## src/rtl/peripheral_axi4_read_master_pkg.sv

```systemverilog
// Shared AXI4 constants, FSM state encoding and the request legality check
// used by the AXI4 read master.
//   - AXI_ADDR_WIDTH_DEF / AXI_DATA_WIDTH_DEF : default bus widths
//   - AXI_BURST_INCR, AXI_RESP_*              : AXI4 field encodings
//   - rm_state_e                              : read master FSM states
//   - req_is_bad()                            : misalignment / 4KB-crossing test
package peripheral_axi4_read_master_pkg;

  localparam int AXI_ADDR_WIDTH_DEF = 64;
  localparam int AXI_DATA_WIDTH_DEF = 64;

  localparam logic [1:0] AXI_BURST_INCR  = 2'b01;
  localparam logic [1:0] AXI_RESP_OKAY   = 2'b00;
  localparam logic [1:0] AXI_RESP_EXOKAY = 2'b01;
  localparam logic [1:0] AXI_RESP_SLVERR = 2'b10;
  localparam logic [1:0] AXI_RESP_DECERR = 2'b11;

  typedef enum logic [1:0] {
    RM_IDLE = 2'd0,
    RM_ADDR = 2'd1,
    RM_DATA = 2'd2,
    RM_ERR  = 2'd3
  } rm_state_e;

  // A request is rejected when the start address is not aligned to the beat
  // size, or when the whole burst would run past the end of its 4KB page.
  // Only the page offset matters for both tests.
  function automatic logic req_is_bad(input logic [11:0] page_off,
                                      input logic [2:0]  size,
                                      input logic [7:0]  len);
    logic [7:0]  mask;
    logic [16:0] span;
    mask = (8'd1 << size) - 8'd1;
    span = 17'(page_off) + ((17'(len) + 17'd1) << size);
    return (|(page_off[7:0] & mask)) || (span > 17'd4096);
  endfunction

endpackage

```

## src/rtl/peripheral_axi4_read_master_if.sv

```systemverilog
// AXI4 read-channel bundle (AR + R) between the read master and a slave.
//   master modport : drives AR fields/arvalid and rready, samples the rest
//   slave modport  : the mirror image, used by a slave model or interconnect
interface peripheral_axi4_read_master_if #(
  parameter int ADDR_W = 64,
  parameter int DATA_W = 64,
  parameter int ID_W   = 4
);
  logic [ID_W-1:0]   axi_arid_o;
  logic [ADDR_W-1:0] axi_araddr_o;
  logic [7:0]        axi_arlen_o;
  logic [2:0]        axi_arsize_o;
  logic [1:0]        axi_arburst_o;
  logic [2:0]        axi_arprot_o;
  logic              axi_arvalid_o;
  logic              axi_arready_i;
  logic [ID_W-1:0]   axi_rid_i;
  logic [DATA_W-1:0] axi_rdata_i;
  logic [1:0]        axi_rresp_i;
  logic              axi_rlast_i;
  logic              axi_rvalid_i;
  logic              axi_rready_o;

  modport master (
    output axi_arid_o, axi_araddr_o, axi_arlen_o, axi_arsize_o,
           axi_arburst_o, axi_arprot_o, axi_arvalid_o, axi_rready_o,
    input  axi_arready_i, axi_rid_i, axi_rdata_i, axi_rresp_i,
           axi_rlast_i, axi_rvalid_i
  );

  modport slave (
    input  axi_arid_o, axi_araddr_o, axi_arlen_o, axi_arsize_o,
           axi_arburst_o, axi_arprot_o, axi_arvalid_o, axi_rready_o,
    output axi_arready_i, axi_rid_i, axi_rdata_i, axi_rresp_i,
           axi_rlast_i, axi_rvalid_i
  );
endinterface

```

## src/rtl/peripheral_axi4_read_master_rbuf.sv

```systemverilog
// Small synchronous FIFO for returned read beats.
//   clk, rst_n : clock, asynchronous active-low reset (flushes the FIFO)
//   push, din  : write an entry (ignored while full)
//   pop        : drop the head entry (ignored while empty)
//   dout       : head entry, forced to zero while empty
//   full, empty, count : occupancy status
// DEPTH must be a power of two and at least 2 so the pointers wrap naturally.
module peripheral_axi4_read_master_rbuf #(
  parameter int WIDTH = 8,
  parameter int DEPTH = 2
) (
  input  logic                     clk,
  input  logic                     rst_n,
  input  logic                     push,
  input  logic [WIDTH-1:0]         din,
  input  logic                     pop,
  output logic [WIDTH-1:0]         dout,
  output logic                     full,
  output logic                     empty,
  output logic [$clog2(DEPTH):0]   count
);
  localparam int AW = $clog2(DEPTH);

  logic [WIDTH-1:0] mem [DEPTH];
  logic [AW-1:0]    wr_ptr_reg;
  logic [AW-1:0]    rd_ptr_reg;
  logic [AW:0]      count_reg;
  logic             do_push;
  logic             do_pop;

  assign full    = (count_reg == (AW+1)'(DEPTH));
  assign empty   = (count_reg == '0);
  assign count   = count_reg;
  assign do_push = push & ~full;
  assign do_pop  = pop & ~empty;
  // Stale storage is never exposed: an empty FIFO presents all zeros.
  assign dout    = empty ? '0 : mem[rd_ptr_reg];

  always_ff @(posedge clk) begin
    if (do_push) mem[wr_ptr_reg] <= din;
  end

  always_ff @(posedge clk or negedge rst_n) begin
    if (!rst_n) begin
      wr_ptr_reg <= '0;
      rd_ptr_reg <= '0;
      count_reg  <= '0;
    end else begin
      if (do_push) wr_ptr_reg <= wr_ptr_reg + 1'b1;
      if (do_pop)  rd_ptr_reg <= rd_ptr_reg + 1'b1;
      // Simultaneous push and pop leaves the count unchanged.
      if (do_push && !do_pop)      count_reg <= count_reg + 1'b1;
      else if (do_pop && !do_push) count_reg <= count_reg - 1'b1;
    end
  end
endmodule

```

## src/rtl/peripheral_axi4_read_master.sv

```systemverilog
// AXI4 read master: turns one core read request into one INCR burst and
// returns the beats through a small FIFO. One transaction outstanding.
//   aclk, aresetn            : clock, asynchronous active-low reset
//   req_i/adr_i/size_i/len_i : core request (level), start address, beat size, beats-1
//   ack_o                    : request accepted (one-cycle pulse, combinational in IDLE)
//   q_o/qlast_o/qerr_o       : returned beat, end-of-request flag, error flag
//   qvalid_o/qready_i        : returned beat handshake
//   axi                      : AR/R channels (master side)
// Bad requests (misaligned or 4KB crossing) issue no AR and return one error beat.
module peripheral_axi4_read_master
  import peripheral_axi4_read_master_pkg::*;
#(
  parameter int AXI_ADDR_WIDTH = AXI_ADDR_WIDTH_DEF,
  parameter int AXI_DATA_WIDTH = AXI_DATA_WIDTH_DEF,
  parameter int AXI_ID_WIDTH   = 4,
  parameter int TRANSACTION_ID = 0,
  parameter int BUFFER_DEPTH   = 2
) (
  input  logic                      aclk,
  input  logic                      aresetn,
  input  logic                      req_i,
  input  logic [AXI_ADDR_WIDTH-1:0] adr_i,
  input  logic [2:0]                size_i,
  input  logic [7:0]                len_i,
  output logic                      ack_o,
  output logic [AXI_DATA_WIDTH-1:0] q_o,
  output logic                      qvalid_o,
  output logic                      qlast_o,
  output logic                      qerr_o,
  input  logic                      qready_i,
  peripheral_axi4_read_master_if.master axi
);
  localparam logic [1:0] S_IDLE = RM_IDLE;
  localparam logic [1:0] S_ADDR = RM_ADDR;
  localparam logic [1:0] S_DATA = RM_DATA;
  localparam logic [1:0] S_ERR  = RM_ERR;
  localparam logic [AXI_ID_WIDTH-1:0] TID = AXI_ID_WIDTH'(TRANSACTION_ID);
  localparam int EW = AXI_DATA_WIDTH + 2;

  logic [1:0]                state_reg, state_next;
  logic [AXI_ADDR_WIDTH-1:0] addr_reg;
  logic [2:0]                size_reg;
  logic [7:0]                len_reg;
  logic [7:0]                beat_reg;

  logic                      fifo_push, fifo_pop, fifo_full, fifo_empty;
  logic [$clog2(BUFFER_DEPTH):0] fifo_count;
  logic [EW-1:0]             push_entry, head_entry;
  logic                      own_beat, beat_is_len, end_beat, resp_err, req_bad;

  assign req_bad = req_is_bad(adr_i[11:0], size_i, len_i);
  // Gated by reset so nothing is acknowledged while the block is held in reset.
  assign ack_o   = aresetn & req_i & (state_reg == S_IDLE);

  assign axi.axi_arid_o    = TID;
  assign axi.axi_araddr_o  = addr_reg;
  assign axi.axi_arlen_o   = len_reg;
  assign axi.axi_arsize_o  = size_reg;
  assign axi.axi_arburst_o = AXI_BURST_INCR;
  assign axi.axi_arprot_o  = 3'b000;
  assign axi.axi_arvalid_o = (state_reg == S_ADDR);
  assign axi.axi_rready_o  = (state_reg == S_DATA) && (int'(fifo_count) < BUFFER_DEPTH);

  // Foreign-id beats still complete their handshake but are never stored.
  assign own_beat    = axi.axi_rvalid_i & axi.axi_rready_o & (axi.axi_rid_i == TID);
  assign beat_is_len = (beat_reg == len_reg);
  // The request ends on rlast, or at beat len if the slave omits rlast.
  assign end_beat    = axi.axi_rlast_i | beat_is_len;
  assign resp_err    = (axi.axi_rresp_i == AXI_RESP_SLVERR) ||
                       (axi.axi_rresp_i == AXI_RESP_DECERR);

  always_comb begin
    state_next = state_reg;
    fifo_push  = 1'b0;
    push_entry = '0;
    case (state_reg)
      S_IDLE: if (req_i) state_next = req_bad ? S_ERR : S_ADDR;
      S_ADDR: if (axi.axi_arready_i) state_next = S_DATA;
      S_DATA: begin
        if (own_beat) begin
          fifo_push = 1'b1;
          // rlast disagreeing with the beat count is reported on that beat.
          push_entry = {axi.axi_rdata_i, end_beat,
                        resp_err | (axi.axi_rlast_i ^ beat_is_len)};
          if (end_beat) state_next = S_IDLE;
        end
      end
      S_ERR: begin
        if (!fifo_full) begin
          fifo_push  = 1'b1;
          push_entry = {{AXI_DATA_WIDTH{1'b0}}, 2'b11};
          state_next = S_IDLE;
        end
      end
      default: state_next = S_IDLE;
    endcase
  end

  always_ff @(posedge aclk or negedge aresetn) begin
    if (!aresetn) begin
      state_reg <= S_IDLE;
      addr_reg  <= '0;
      size_reg  <= '0;
      len_reg   <= '0;
      beat_reg  <= '0;
    end else begin
      state_reg <= state_next;
      if (state_reg == S_IDLE && req_i) begin
        addr_reg <= adr_i;
        size_reg <= size_i;
        len_reg  <= len_i;
        beat_reg <= '0;
      end else if (own_beat) begin
        beat_reg <= beat_reg + 8'd1;
      end
    end
  end

  assign fifo_pop = qvalid_o & qready_i;
  assign qvalid_o = ~fifo_empty;
  assign {q_o, qlast_o, qerr_o} = head_entry;

  peripheral_axi4_read_master_rbuf #(
    .WIDTH (EW),
    .DEPTH (BUFFER_DEPTH)
  ) u_rbuf (
    .clk   (aclk),
    .rst_n (aresetn),
    .push  (fifo_push),
    .din   (push_entry),
    .pop   (fifo_pop),
    .dout  (head_entry),
    .full  (fifo_full),
    .empty (fifo_empty),
    .count (fifo_count)
  );
endmodule

```

## src/flat_wrapper.sv

```systemverilog
// flat-port wrapper written by rule: the top's interface ports become plain ports
module peripheral_axi4_read_master_flat import peripheral_axi4_read_master_pkg::*;
#(
  parameter int AXI_ADDR_WIDTH = AXI_ADDR_WIDTH_DEF,
  parameter int AXI_DATA_WIDTH = AXI_DATA_WIDTH_DEF,
  parameter int AXI_ID_WIDTH   = 4,
  parameter int TRANSACTION_ID = 0,
  parameter int BUFFER_DEPTH   = 2
)
  (aclk, aresetn, req_i, adr_i, size_i, len_i, ack_o, q_o, qvalid_o, qlast_o, qerr_o, qready_i, axi_axi_arid_o, axi_axi_araddr_o, axi_axi_arlen_o, axi_axi_arsize_o, axi_axi_arburst_o, axi_axi_arprot_o, axi_axi_arvalid_o, axi_axi_rready_o, axi_axi_arready_i, axi_axi_rid_i, axi_axi_rdata_i, axi_axi_rresp_i, axi_axi_rlast_i, axi_axi_rvalid_i);
  peripheral_axi4_read_master_if #(.ADDR_W(64), .DATA_W(64), .ID_W(4)) axi_i ();
  input  logic aclk;
  input  logic aresetn;
  input  logic req_i;
  input  logic [AXI_ADDR_WIDTH-1:0] adr_i;
  input  logic [2:0] size_i;
  input  logic [7:0] len_i;
  output logic ack_o;
  output logic [AXI_DATA_WIDTH-1:0] q_o;
  output logic qvalid_o;
  output logic qlast_o;
  output logic qerr_o;
  input  logic qready_i;
  output wire logic [$bits(axi_i.axi_arid_o)-1:0] axi_axi_arid_o;
  output wire logic [$bits(axi_i.axi_araddr_o)-1:0] axi_axi_araddr_o;
  output wire logic [$bits(axi_i.axi_arlen_o)-1:0] axi_axi_arlen_o;
  output wire logic [$bits(axi_i.axi_arsize_o)-1:0] axi_axi_arsize_o;
  output wire logic [$bits(axi_i.axi_arburst_o)-1:0] axi_axi_arburst_o;
  output wire logic [$bits(axi_i.axi_arprot_o)-1:0] axi_axi_arprot_o;
  output wire logic [$bits(axi_i.axi_arvalid_o)-1:0] axi_axi_arvalid_o;
  output wire logic [$bits(axi_i.axi_rready_o)-1:0] axi_axi_rready_o;
  input wire logic [$bits(axi_i.axi_arready_i)-1:0] axi_axi_arready_i;
  input wire logic [$bits(axi_i.axi_rid_i)-1:0] axi_axi_rid_i;
  input wire logic [$bits(axi_i.axi_rdata_i)-1:0] axi_axi_rdata_i;
  input wire logic [$bits(axi_i.axi_rresp_i)-1:0] axi_axi_rresp_i;
  input wire logic [$bits(axi_i.axi_rlast_i)-1:0] axi_axi_rlast_i;
  input wire logic [$bits(axi_i.axi_rvalid_i)-1:0] axi_axi_rvalid_i;
  assign axi_axi_arid_o = axi_i.axi_arid_o;
  assign axi_axi_araddr_o = axi_i.axi_araddr_o;
  assign axi_axi_arlen_o = axi_i.axi_arlen_o;
  assign axi_axi_arsize_o = axi_i.axi_arsize_o;
  assign axi_axi_arburst_o = axi_i.axi_arburst_o;
  assign axi_axi_arprot_o = axi_i.axi_arprot_o;
  assign axi_axi_arvalid_o = axi_i.axi_arvalid_o;
  assign axi_axi_rready_o = axi_i.axi_rready_o;
  assign axi_i.axi_arready_i = axi_axi_arready_i;
  assign axi_i.axi_rid_i = axi_axi_rid_i;
  assign axi_i.axi_rdata_i = axi_axi_rdata_i;
  assign axi_i.axi_rresp_i = axi_axi_rresp_i;
  assign axi_i.axi_rlast_i = axi_axi_rlast_i;
  assign axi_i.axi_rvalid_i = axi_axi_rvalid_i;
  peripheral_axi4_read_master #(.AXI_ADDR_WIDTH(AXI_ADDR_WIDTH), .AXI_DATA_WIDTH(AXI_DATA_WIDTH), .AXI_ID_WIDTH(AXI_ID_WIDTH), .TRANSACTION_ID(TRANSACTION_ID), .BUFFER_DEPTH(BUFFER_DEPTH)) u_core (.aclk(aclk), .aresetn(aresetn), .req_i(req_i), .adr_i(adr_i), .size_i(size_i), .len_i(len_i), .ack_o(ack_o), .q_o(q_o), .qvalid_o(qvalid_o), .qlast_o(qlast_o), .qerr_o(qerr_o), .qready_i(qready_i), .axi(axi_i));
endmodule
```

## config.mk

```make
export PLATFORM = sky130hd
export DESIGN_NAME = peripheral_axi4_read_master_flat
export DESIGN_NICKNAME = d
export VERILOG_FILES = /design/src/rtl/peripheral_axi4_read_master_pkg.sv /design/src/rtl/peripheral_axi4_read_master_if.sv /design/src/rtl/peripheral_axi4_read_master_rbuf.sv /design/src/rtl/peripheral_axi4_read_master.sv /design/src/flat_wrapper.sv
export SDC_FILE = /design/constraint.sdc
export NUM_CORES = 1
export LEC_CHECK = 0
export ABC_AREA = 1
export ABC_CLOCK_PERIOD_IN_PS = 4800
export CAP_MARGIN = 10
export CORE_MARGIN = 2
export CORE_UTILIZATION = 44
export CTS_CLUSTER_DIAMETER = 40
export CTS_CLUSTER_SIZE = 28
export DETAILED_ROUTE_END_ITERATION = 10
export GPL_ROUTABILITY_DRIVEN = 0
export PLACE_DENSITY = 0.78
export SLEW_MARGIN = 20
export SYNTH_ARGS = -nofsm -noshare
export SYNTH_HDL_FRONTEND = slang
export SYNTH_HIERARCHICAL = 1
export SYNTH_SLANG_ARGS = --single-unit
```

## constraint.sdc

```tcl
create_clock -name aclk -period 4.8 [get_ports aclk]
set_clock_uncertainty 0.1 [all_clocks]
set_input_delay 0.96 -clock aclk [delete_from_list [all_inputs] [get_ports aclk]]
set_output_delay 0.96 -clock aclk [all_outputs]
set_load 0.02 [all_outputs]
```

==> results of run 1 <==
[logic make-up (layout without fill, tap and decap cells)]
group	count (synthesis)	after routing	synth area share
buffers and inverters	193	497	0.0824
flip-flops	221	221	0.577
other	2	9	0.000700
XOR/XNOR	15	15	0.0123
adder cells (fa/ha/maj)	18	18	0.0217
AO/OA/AOI/OAI	133	133	0.0713
AND/OR/NAND/NOR	632	632	0.234
[area by class of cell]
| cell class | count | area (µm²) | share of cell area |
|---|---|---|---|
| clock buffers | 32 | 779 | 0.0521 |
| clock inverters | 25 | 318 | 0.0212 |
| inverters | 128 | 480 | 0.0321 |
| multi-input cells | 807 | 3690 | 0.246 |
| flip-flops and latches | 221 | 6190 | 0.414 |
| well taps | 324 | 405 | 0.0271 |
| repair buffers | 312 | 3100 | 0.207 |
[cell usage after synthesis, types with 10 or more instances]
master    instances
nand3_1          41
nand4_1          10
a21oi_2          20
inv_1           125
nor2_1          104
nand2_1         457
ha_1             17
a21oi_1          63
buf_2            19
clkbuf_1         17
buf_4            22
edfxtp_1        132
o21ai_0          38
dfrtp_1          89
[metrics by stage]
step	power (mW)	setup WS [ps]	utilization
after detailed placement	7.54	230	0.575
after global placement	7.46	342	0.575
after CTS	9.96	768	0.621
after global routing	10.4	215	0.621
final	9.88	664	0.621
after floorplan	5.52	707	-
[path summary, 6_finish.rpt]
kind / slack, ps / to / cells past startpoint
max in group asynchronous: 3080 / u_core/axi.axi_araddr_o[27]$_DFFE_PN0P_ / 3
hold reg to reg: 370 / u_core/axi.axi_araddr_o[31]$_DFFE_PN0P_ / 2
min in group asynchronous: 420 / u_core/axi.axi_arsize_o[1]$_DFFE_PN0P_ / 2
setup / recovery: 660 / u_core/state_reg[1]$_DFFE_PN0P_ / 22
hold / removal: 370 / u_core/axi.axi_araddr_o[31]$_DFFE_PN0P_ / 2
setup reg to reg: 1880 / u_core/axi.axi_arlen_o[1]$_DFFE_PN0P_ / 10
[critical path, delay by kind of cell]
kind,cells,cell delay (ps)
AND/OR/NAND/NOR,12,1030
AO/OA/AOI/OAI,5,1130
adder cells (fa/ha/maj),2,570
XOR/XNOR,1,240
buffers and inverters,2,580
[layer usage]
metal | global-route usage | share of wire | up-vias
met5 | 0 | 0 | -
met4 | 0.0606 | 0.023 | 0
met3 | 0.0613 | 0.098 | 52
met2 | 0.386 | 0.49 | 401
met1 | 0.260 | 0.39 | 4274
li1 | - | - | 4424
[power by group through the flow]
stage	Clock [mW]	Combinational, mW	Sequential (mW)
detailed placement	0	4.66	2.88
global placement	0	4.60	2.86
CTS	2.41	4.70	2.86
floorplan	0	2.32	3.20
finish	2.36	4.66	2.86
global route	2.48	5.03	2.91
==> impl_metrics.tcl, run 1 <==
set metrics [dict create \
    irDropWorstVdd_uv 411 \
    die-area_mm2 0.0256 \
    hold_start "u_core/axi.axi_araddr_o[31]$_DFFE_PN0P_" \
    yosysTopAreaCell "edfxtp_1" \
    cp_cell_sequence "clkdlybuf4s50_1 > ha_1 > nand2_1 > nor2_1 > xor2_1 > o21ai_0 > o21ai_0 > o21ai_0 > ha_1 > a21oi_1 > nor2_1 > o21ai_0 > nand3_1 > nand4_1 > nand2_1 > nand2_1 > nand2_1 > nand2_1 > inv_1 > nand2_1 > nand2_1 > nand2_1" \
    placed_cells 1792 \
    drive_gt1_frac 0.0695 \
    internal-power_mw 5.99 \
    largest-register "u_core/u_rbuf/mem" \
    nNetsFinal 1671 \
    worstReg2RegStart "u_core/axi.axi_arlen_o[7]$_DFFE_PN0P_" \
    antenna_cells 0 \
    grt_pass1_wl_um 45600 \
    drc 0 \
    io_pins 306 \
    synth_top_flop_cell "edfxtp_1" \
    gr-usage-all-layers 0.218 \
    route.vias.total 9151 \
    cts.sinks 221 \
    worstSkewPairLatency_ps 540 \
    leakage_nw 6.61 \
    cts_tree "yes" \
    slowest_stage "clkdlybuf4s50_1" \
    hpwlAfterDp_um 19000 \
    overflow 0 \
    min_path_type "reg -> reg" \
    setup_viol_count_final 0 \
    drt-initial-drc-count 609 \
    cts_hold_buf 0 \
    fill_cells 1964 \
    path_max_fanout 5 \
    clock_power_share 0.239 \
    grt_max_degree 78 \
    ys_types 35 \
    final_cell_area_mm2 0.0150 \
    io_buffers 295 \
    htreeDepth 1 \
    post_cts_buffers 0 \
    avgSynthCellArea_um2 8.83 \
    fmax_mhz 242 \
    largest_reg_flops 132 \
    swShare 0.394 \
    root_buffer "clkbuf_16" \
    max_slew_margin 0.486 \
    power_switching_mw 3.89 \
    wirelength_um 28500 \
    die_h_um 160 \
    syn2layout_area_growth_pct 39.6 \
    hold_viol 0 \
    cts_buffer_depth 3 \
    post-route-period-util 0.862 \
    cp_common_cell "nand2_1" \
    slowest_delay_ps 550 \
    core_area_mm2 0.0241 \
    tightest_slew_ps 771 \
    die_width_um 160 \
    critPathLaunch "len_i[0]" \
    wl_per_cell_um 15.4 \
    final_cell_mix "457 x nand2_1, 294 x clkdlybuf4s50_1, 132 x edfxtp_1" \
    post_cts_resized 0 \
    synth_area_leaders "edfxtp_1 37%, dfrtp_1 21%, nand2_1 16%" \
    p_seq_frac 0.289 \
    end_kind "flop" \
    critical_path_class "in -> reg" \
    hold_slack_ps 366 \
    post-route-min-period_ps 4140 \
    setup_tns_ps 0 \
    place_area_mm2 0.0139 \
    avgViaCountPerCell 4.95 \
    cp.required_ps 5180 \
    synth_area_mm2 0.0107 \
    rows 57 \
    ys_seq_area_frac 0.577 \
    drv_slew 0 \
    async_flop_share 0.403 \
    synth_seq_cells 221 \
    clk_pin_slew_ps 60 \
    cap_viol_max_count 0 \
    share_comb_of_total_power 0.472 \
    cts_buffers 31 \
    grt_pass1_vias 9289 \
    synth.top_cell.area_share 0.370 \
    critPathArrivalTime_ps 4520 \
    dr.pass1.iters 5 \
    ant_nets 0 \
    cellPowerDensity_mw_per_mm2 660 \
    critPathLaunchType "input port" \
    antenna_found_initial 0 \
    postSynthCellCount 1214 \
    synth_enable_flop_cells 132 \
    start_util 0.445 \
    status "completed" \
    yosysWarnings 6 \
    final_common_cell "nand2_1" \
    fin_cells 1849 \
    rsz0062_at_grt "no" \
]
(Power assumes the default switching activity.)
==> run 2, diff against run 1 <==
--- a/config.mk
+++ b/config.mk
@@ -15,6 +15,7 @@
 export DETAILED_ROUTE_END_ITERATION = 10
 export GPL_ROUTABILITY_DRIVEN = 0
 export PLACE_DENSITY = 0.78
+export REMOVE_ABC_BUFFERS = 1
 export SLEW_MARGIN = 20
 export SYNTH_ARGS = -nofsm -noshare
 export SYNTH_HDL_FRONTEND = slang
==> impl_metrics.tcl, run 2 (synthesized netlist as in run 1, its figures left out) <==
set metrics [dict create \
    slowest_delay_ps 570 \
    die-area_mm2 0.0256 \
    rows 57 \
    worstReg2RegStart "u_core/beat_reg[0]$_DFFE_PN0P_" \
    largest_reg_flops 132 \
    largest-register "u_core/u_rbuf/mem" \
    antenna_cells 0 \
    cpLargestDelayFamily "compound AO/OA/AOI/OAI gates" \
    post-route-min-period_ps 3980 \
    die_width_um 160 \
    root_buffer "clkbuf_16" \
    io_pins 306 \
    final_common_cell "nand2_1" \
    cts_tree "yes" \
    drc 0 \
    wirelength_um 27900 \
    hold_viol 0 \
    r2r_cells 11 \
    critical_path_class "in -> reg" \
    gr-usage-all-layers 0.211 \
    min_path_type "in -> async" \
    critPathArrivalTime_ps 4370 \
    p_total_mw 9.73 \
    cellPowerDensity_mw_per_mm2 654 \
    fmax_mhz 251 \
    cts_hold_buf 0 \
    irDropWorstVdd_uv 443 \
    grt_pass1_wl_um 44200 \
    cp.buffers_inverters 2 \
    hold_slack_ps 200 \
    path_max_fanout 5 \
    start_util 0.445 \
    worstSkewPairLatency_ps 550 \
    fin_cells 1842 \
    cap_viol_max_count 0 \
    cp_cell_sequence "clkdlybuf4s50_1 > ha_1 > nand2_1 > nor2_1 > xor2_1 > o21ai_0 > o21ai_0 > o21ai_0 > ha_1 > a21oi_1 > nor2_1 > o21ai_0 > nand3_1 > nand4_1 > nand2_1 > nand2_1 > nand2_1 > nand2_1 > inv_1 > nand2_1 > nand2_1 > nand2_1" \
    rr_endpoint "u_core/axi.axi_araddr_o[51]$_DFFE_PN0P_" \
    post-route-period-util 0.830 \
    overflow 0 \
    die_h_um 160 \
    status "completed" \
    drive_gt1_frac 0.0639 \
    placed_cells 1786 \
    route.vias.total 9062 \
    rrSetupSlack_ps 1730 \
    grt_max_degree 68 \
    hpwlAfterDp_um 18700 \
    wl_per_cell_um 15.1 \
    slowest_stage "clkdlybuf4s50_1" \
    ant_nets 0 \
    critPathLaunch "len_i[1]" \
    final_cell_mix "457 x nand2_1, 294 x clkdlybuf4s50_1, 132 x edfxtp_1" \
    rsz0062_at_grt "no" \
    syn2layout_area_growth_pct 38.8 \
    max_slew_margin 0.347 \
    cp.required_ps 5190 \
    cts_buffer_depth 3 \
    cp_common_cell "nand2_1" \
    drt-initial-drc-count 547 \
    clk_pin_slew_ps 60 \
    critPathLaunchType "input port" \
    tightest_slew_ps 980 \
    setup_tns_ps 0 \
    dr.pass1.iters 5 \
    nNetsFinal 1664 \
    end_kind "flop" \
    post_cts_buffers 0 \
    drv_slew 0 \
    setup_viol_count_final 0 \
    cts.sinks 221 \
    grt_pass1_vias 8913 \
    cts_buffers 30 \
    io_buffers 295 \
    antenna_found_initial 0 \
    avgViaCountPerCell 4.92 \
    htreeDepth 1 \
    core_area_mm2 0.0241 \
    leakage_nw 6.57 \
    fill_cells 2021 \
    post_cts_resized 0 \
]
[run 2: cell count changes in the layout (fill, tap and decap cells not counted), moves of 2 or more]
cell        change
buf_12          +2
clkinv_4        -3
clkinv_2        +2
bufinv_16       -3
clkinv_1        +3
buf_4           -8
clkinvlp_4      -3
clkinv_8        +2
inv_6           +2
[run 2: how the worst max path moves through the flow]
| stage | to | cells past startpoint |
|---|---|---|
| finish | u_core/state_reg[1]$_DFFE_PN0P_ | 22 |
| global route | u_core/state_reg[1]$_DFFE_PN0P_ | 22 |
| CTS | u_core/state_reg[1]$_DFFE_PN0P_ | 22 |
| detailed placement | u_core/state_reg[1]$_DFFE_PN0P_ | 22 |
| global placement | u_core/state_reg[1]$_DFFE_PN0P_ | 22 |
| floorplan | u_core/u_rbuf/mem[1][0]$_DFFE_PP_ | 5 |
[run 2: through the flow]
stage                util  setup WS (ps)  area (µm²)
global placement    0.574            375       13800
finish              0.617            816       14900
floorplan               -          -1690       10300
detailed placement  0.574            354       13800
CTS                 0.617            912       14900
global route        0.617            436       14900
[run 2: where the power goes]
part | internal [mW] | switching, mW | total (mW)
clock network | 1.32 | 0.906 | 2.23
registers | 2.58 | 0.275 | 2.85
logic | 1.94 | 2.71 | 4.65
total | 5.84 | 3.89 | 9.73
[run 2: worst reg2reg max path: stages (launching register included)]
cell and delay, ps:
dfrtp_1 410, xnor2_1 180, nand2_1 100, or4_1 540
ha_1 220, o211ai_2 150, nand2_1 140, nor2_4 120
inv_2 340, buf_4 490, nand2_1 120, nand2_1 50
[run 2: final cells by class]
class | instances | area (µm²) | area share
well taps | 324 | 405 | 0.0272
repair buffers | 306 | 3080 | 0.207
inverters | 128 | 480 | 0.0323
clock inverters | 25 | 256 | 0.0172
multi-input cells | 807 | 3690 | 0.248
clock buffers | 31 | 776 | 0.0521
flip-flops and latches | 221 | 6190 | 0.416
[run 2: routing by layer]
layer / up-vias / GRT usage / share of wire
met5: - / 0 / 0
met4: 0 / 0.0516 / 0.020
met3: 46 / 0.0717 / 0.11
met2: 384 / 0.365 / 0.48
met1: 4214 / 0.254 / 0.39
li1: 4418 / - / -
==> run 3, diff against run 2 <==
--- a/config.mk
+++ b/config.mk
@@ -6,15 +6,15 @@
 export NUM_CORES = 1
 export LEC_CHECK = 0
 export ABC_AREA = 1
-export ABC_CLOCK_PERIOD_IN_PS = 4800
+export ABC_CLOCK_PERIOD_IN_PS = 3800
 export CAP_MARGIN = 10
 export CORE_MARGIN = 2
-export CORE_UTILIZATION = 44
+export CORE_UTILIZATION = 48
 export CTS_CLUSTER_DIAMETER = 40
 export CTS_CLUSTER_SIZE = 28
 export DETAILED_ROUTE_END_ITERATION = 10
 export GPL_ROUTABILITY_DRIVEN = 0
-export PLACE_DENSITY = 0.78
+export PLACE_DENSITY = 0.8
 export REMOVE_ABC_BUFFERS = 1
 export SLEW_MARGIN = 20
 export SYNTH_ARGS = -nofsm -noshare
==> constraint.sdc (replaced) <==
create_clock -name aclk -period 3.8 [get_ports aclk]
set_clock_uncertainty 0.1 [all_clocks]
set_input_delay 0.76 -clock aclk [delete_from_list [all_inputs] [get_ports aclk]]
set_output_delay 0.76 -clock aclk [all_outputs]
set_load 0.02 [all_outputs]
==> impl_metrics.tcl, run 3 (synthesized netlist as in run 1, its figures left out) <==
set metrics [dict create \
    cts_buffer_depth 3 \
    dr.pass1.iters 5 \
    irDropWorstVdd_uv 510 \
    critical_path_class "in -> reg" \
    setup_viol_count_final 0 \
    wl_per_cell_um 15.5 \
    fill_cells 1617 \
    die-area_mm2 0.0235 \
    tightest_slew_ps 908 \
    setup_ws_ps 355 \
    cts_tree "yes" \
    post-route-period-util 0.906 \
    rrSetupSlack_ps 1090 \
    core_area_mm2 0.0219 \
    grt_pass1_wl_um 45900 \
    drc 0 \
    route.vias.total 9255 \
    syn2layout_area_growth_pct 41.5 \
    drt-initial-drc-count 594 \
    fin_cells 1834 \
    grt_pass1_vias 9472 \
    avgViaCountPerCell 5.05 \
    antenna_found_initial 2 \
    root_buffer "clkbuf_16" \
    min_path_type "in -> async" \
    htreeDepth 1 \
    p_total_mw 12.3 \
    slowest_delay_ps 510 \
    final_common_cell "nand2_1" \
    end_kind "flop" \
    leakage_nw 6.79 \
    largest_reg_flops 132 \
    slowest_stage "clkdlybuf4s50_1" \
    drive_gt1_frac 0.0973 \
    start_util 0.490 \
    placed_cells 1778 \
    cellPowerDensity_mw_per_mm2 814 \
    fmax_mhz 290 \
    ant_nets 0 \
    drv_slew 0 \
    cp_cell_sequence "clkdlybuf4s50_1 > inv_1 > nor2_2 > xor2_1 > o21ai_1 > o21ai_0 > o21ai_0 > ha_1 > a21oi_2 > nor2_1 > o21ai_1 > nand3_2 > nand4_1 > nand2_1 > nand2_1 > nand2_1 > nand2_1 > inv_1 > nand2_1 > nand2_1 > nand2_1" \
    worstReg2RegStart "u_core/beat_reg[1]$_DFFE_PN0P_" \
    die_h_um 153 \
    max_slew_margin 0.395 \
    rows 54 \
    cp.required_ps 4150 \
    wirelength_um 28500 \
    cap_viol_max_count 0 \
    status "completed" \
    worstSkewPairLatency_ps 520 \
    setup_tns_ps 0 \
    final_cell_mix "454 x nand2_1, 290 x clkdlybuf4s50_1, 132 x edfxtp_1" \
    grt_max_degree 72 \
    die_width_um 153 \
    critPathArrivalTime_ps 3800 \
    io_buffers 295 \
    pre_cts_slack_ps -502 \
    critPathLaunch "len_i[3]" \
    cp_common_cell "nand2_1" \
    overflow 0 \
    nNetsFinal 1700 \
    largest-register "u_core/u_rbuf/mem" \
    path_max_fanout 4 \
    cts_buffers 28 \
    io_pins 306 \
    rr_endpoint "u_core/axi.axi_araddr_o[20]$_DFFE_PN0P_" \
    cts.sinks 221 \
    critPathLaunchType "input port" \
    r2r_cells 11 \
    final_core_util 0.693 \
    endpoint "u_core/state_reg[1]$_DFFE_PN0P_" \
    cts_hold_buf 0 \
    gr-usage-all-layers 0.237 \
    post-route-min-period_ps 3440 \
    hpwlAfterDp_um 19300 \
    hold_viol 0 \
    clk_pin_slew_ps 60 \
]
==> run 3: changes by cell type in the layout (fill, tap and decap cells not counted), moves of 4 or more <==
| cell | delta |
|---|---|
| a21oi_2 | +4 |
| a21oi_1 | -4 |
| nor2_2 | +5 |
| nor2_1 | -5 |
| o21ai_0 | -7 |
| buf_4 | +35 |
| clkdlybuf4s50_1 | -4 |
| o21ai_1 | +7 |
| dlymetal6s2s_1 | +4 |
==> run 3: how the worst min path moves through the flow <==
stage                                                  from                                       to  slack [ps]
floorplan              u_core/u_rbuf/wr_ptr_reg$_DFFE_PN0P_     u_core/u_rbuf/wr_ptr_reg$_DFFE_PN0P_         350
global placement    u_core/axi.axi_araddr_o[35]$_DFFE_PN0P_  u_core/axi.axi_araddr_o[35]$_DFFE_PN0P_         350
CTS                                                 aresetn           u_core/beat_reg[2]$_DFFE_PN0P_          20
detailed placement  u_core/axi.axi_araddr_o[59]$_DFFE_PN0P_  u_core/axi.axi_araddr_o[59]$_DFFE_PN0P_         360
global route                                        aresetn           u_core/beat_reg[2]$_DFFE_PN0P_          40
finish                                              aresetn    u_core/axi.axi_arlen_o[5]$_DFFE_PN0P_          30
==> run 3: worst max-delay path, delay by kind of cell <==
kind	cells	cell delay (ps)
buffers and inverters	3	630
XOR/XNOR	1	200
AND/OR/NAND/NOR	11	920
AO/OA/AOI/OAI	5	970
adder cells (fa/ha/maj)	1	340
==> run 3: timing repair <==
item	in CTS	in global routing
buffers inserted	0	2
setup endpoints to repair	0	1
resized for setup	0	28
hold endpoints to repair	0	0
==> run 3: power breakdown <==
| part | internal, mW | switching (mW) | total (mW) |
|---|---|---|---|
| combinational | 2.54 | 3.50 | 6.04 |
| clock | 1.57 | 1.14 | 2.71 |
| sequential | 3.26 | 0.341 | 3.60 |
| total | 7.36 | 4.99 | 12.3 |
==> run 3: area by class of cell <==
class / count / area, µm² / area share
Inverter: 128 / 480 / 0.0317
Clock inverter: 24 / 285 / 0.0188
Timing Repair Buffer: 344 / 3420 / 0.225
Tap cell: 280 / 350 / 0.0231
Multi-Input combinational cell: 807 / 3740 / 0.246
Antenna cell: 2 / 5.00 / 0.000330
Sequential cell: 221 / 6190 / 0.408
Clock buffer: 28 / 701 / 0.0462
==> run 3: routing by layer <==
layer	part of all wire	track usage	vias up
met1	0.39	0.297	4315
met4	0.030	0.0869	0
met5	0	0	-
li1	-	-	4503
met2	0.49	0.401	380
met3	0.084	0.0556	57
==> run 3: per-stage QoR <==
stage / hold WS [ps] / cell area, µm²
2_1_floorplan: 349 / 10300
3_3_place_gp: 353 / 14100
3_5_place_dp: 358 / 14100
4_1_cts: 20.1 / 15100
5_1_grt: 37.4 / 15200
6_report: 32.6 / 15200
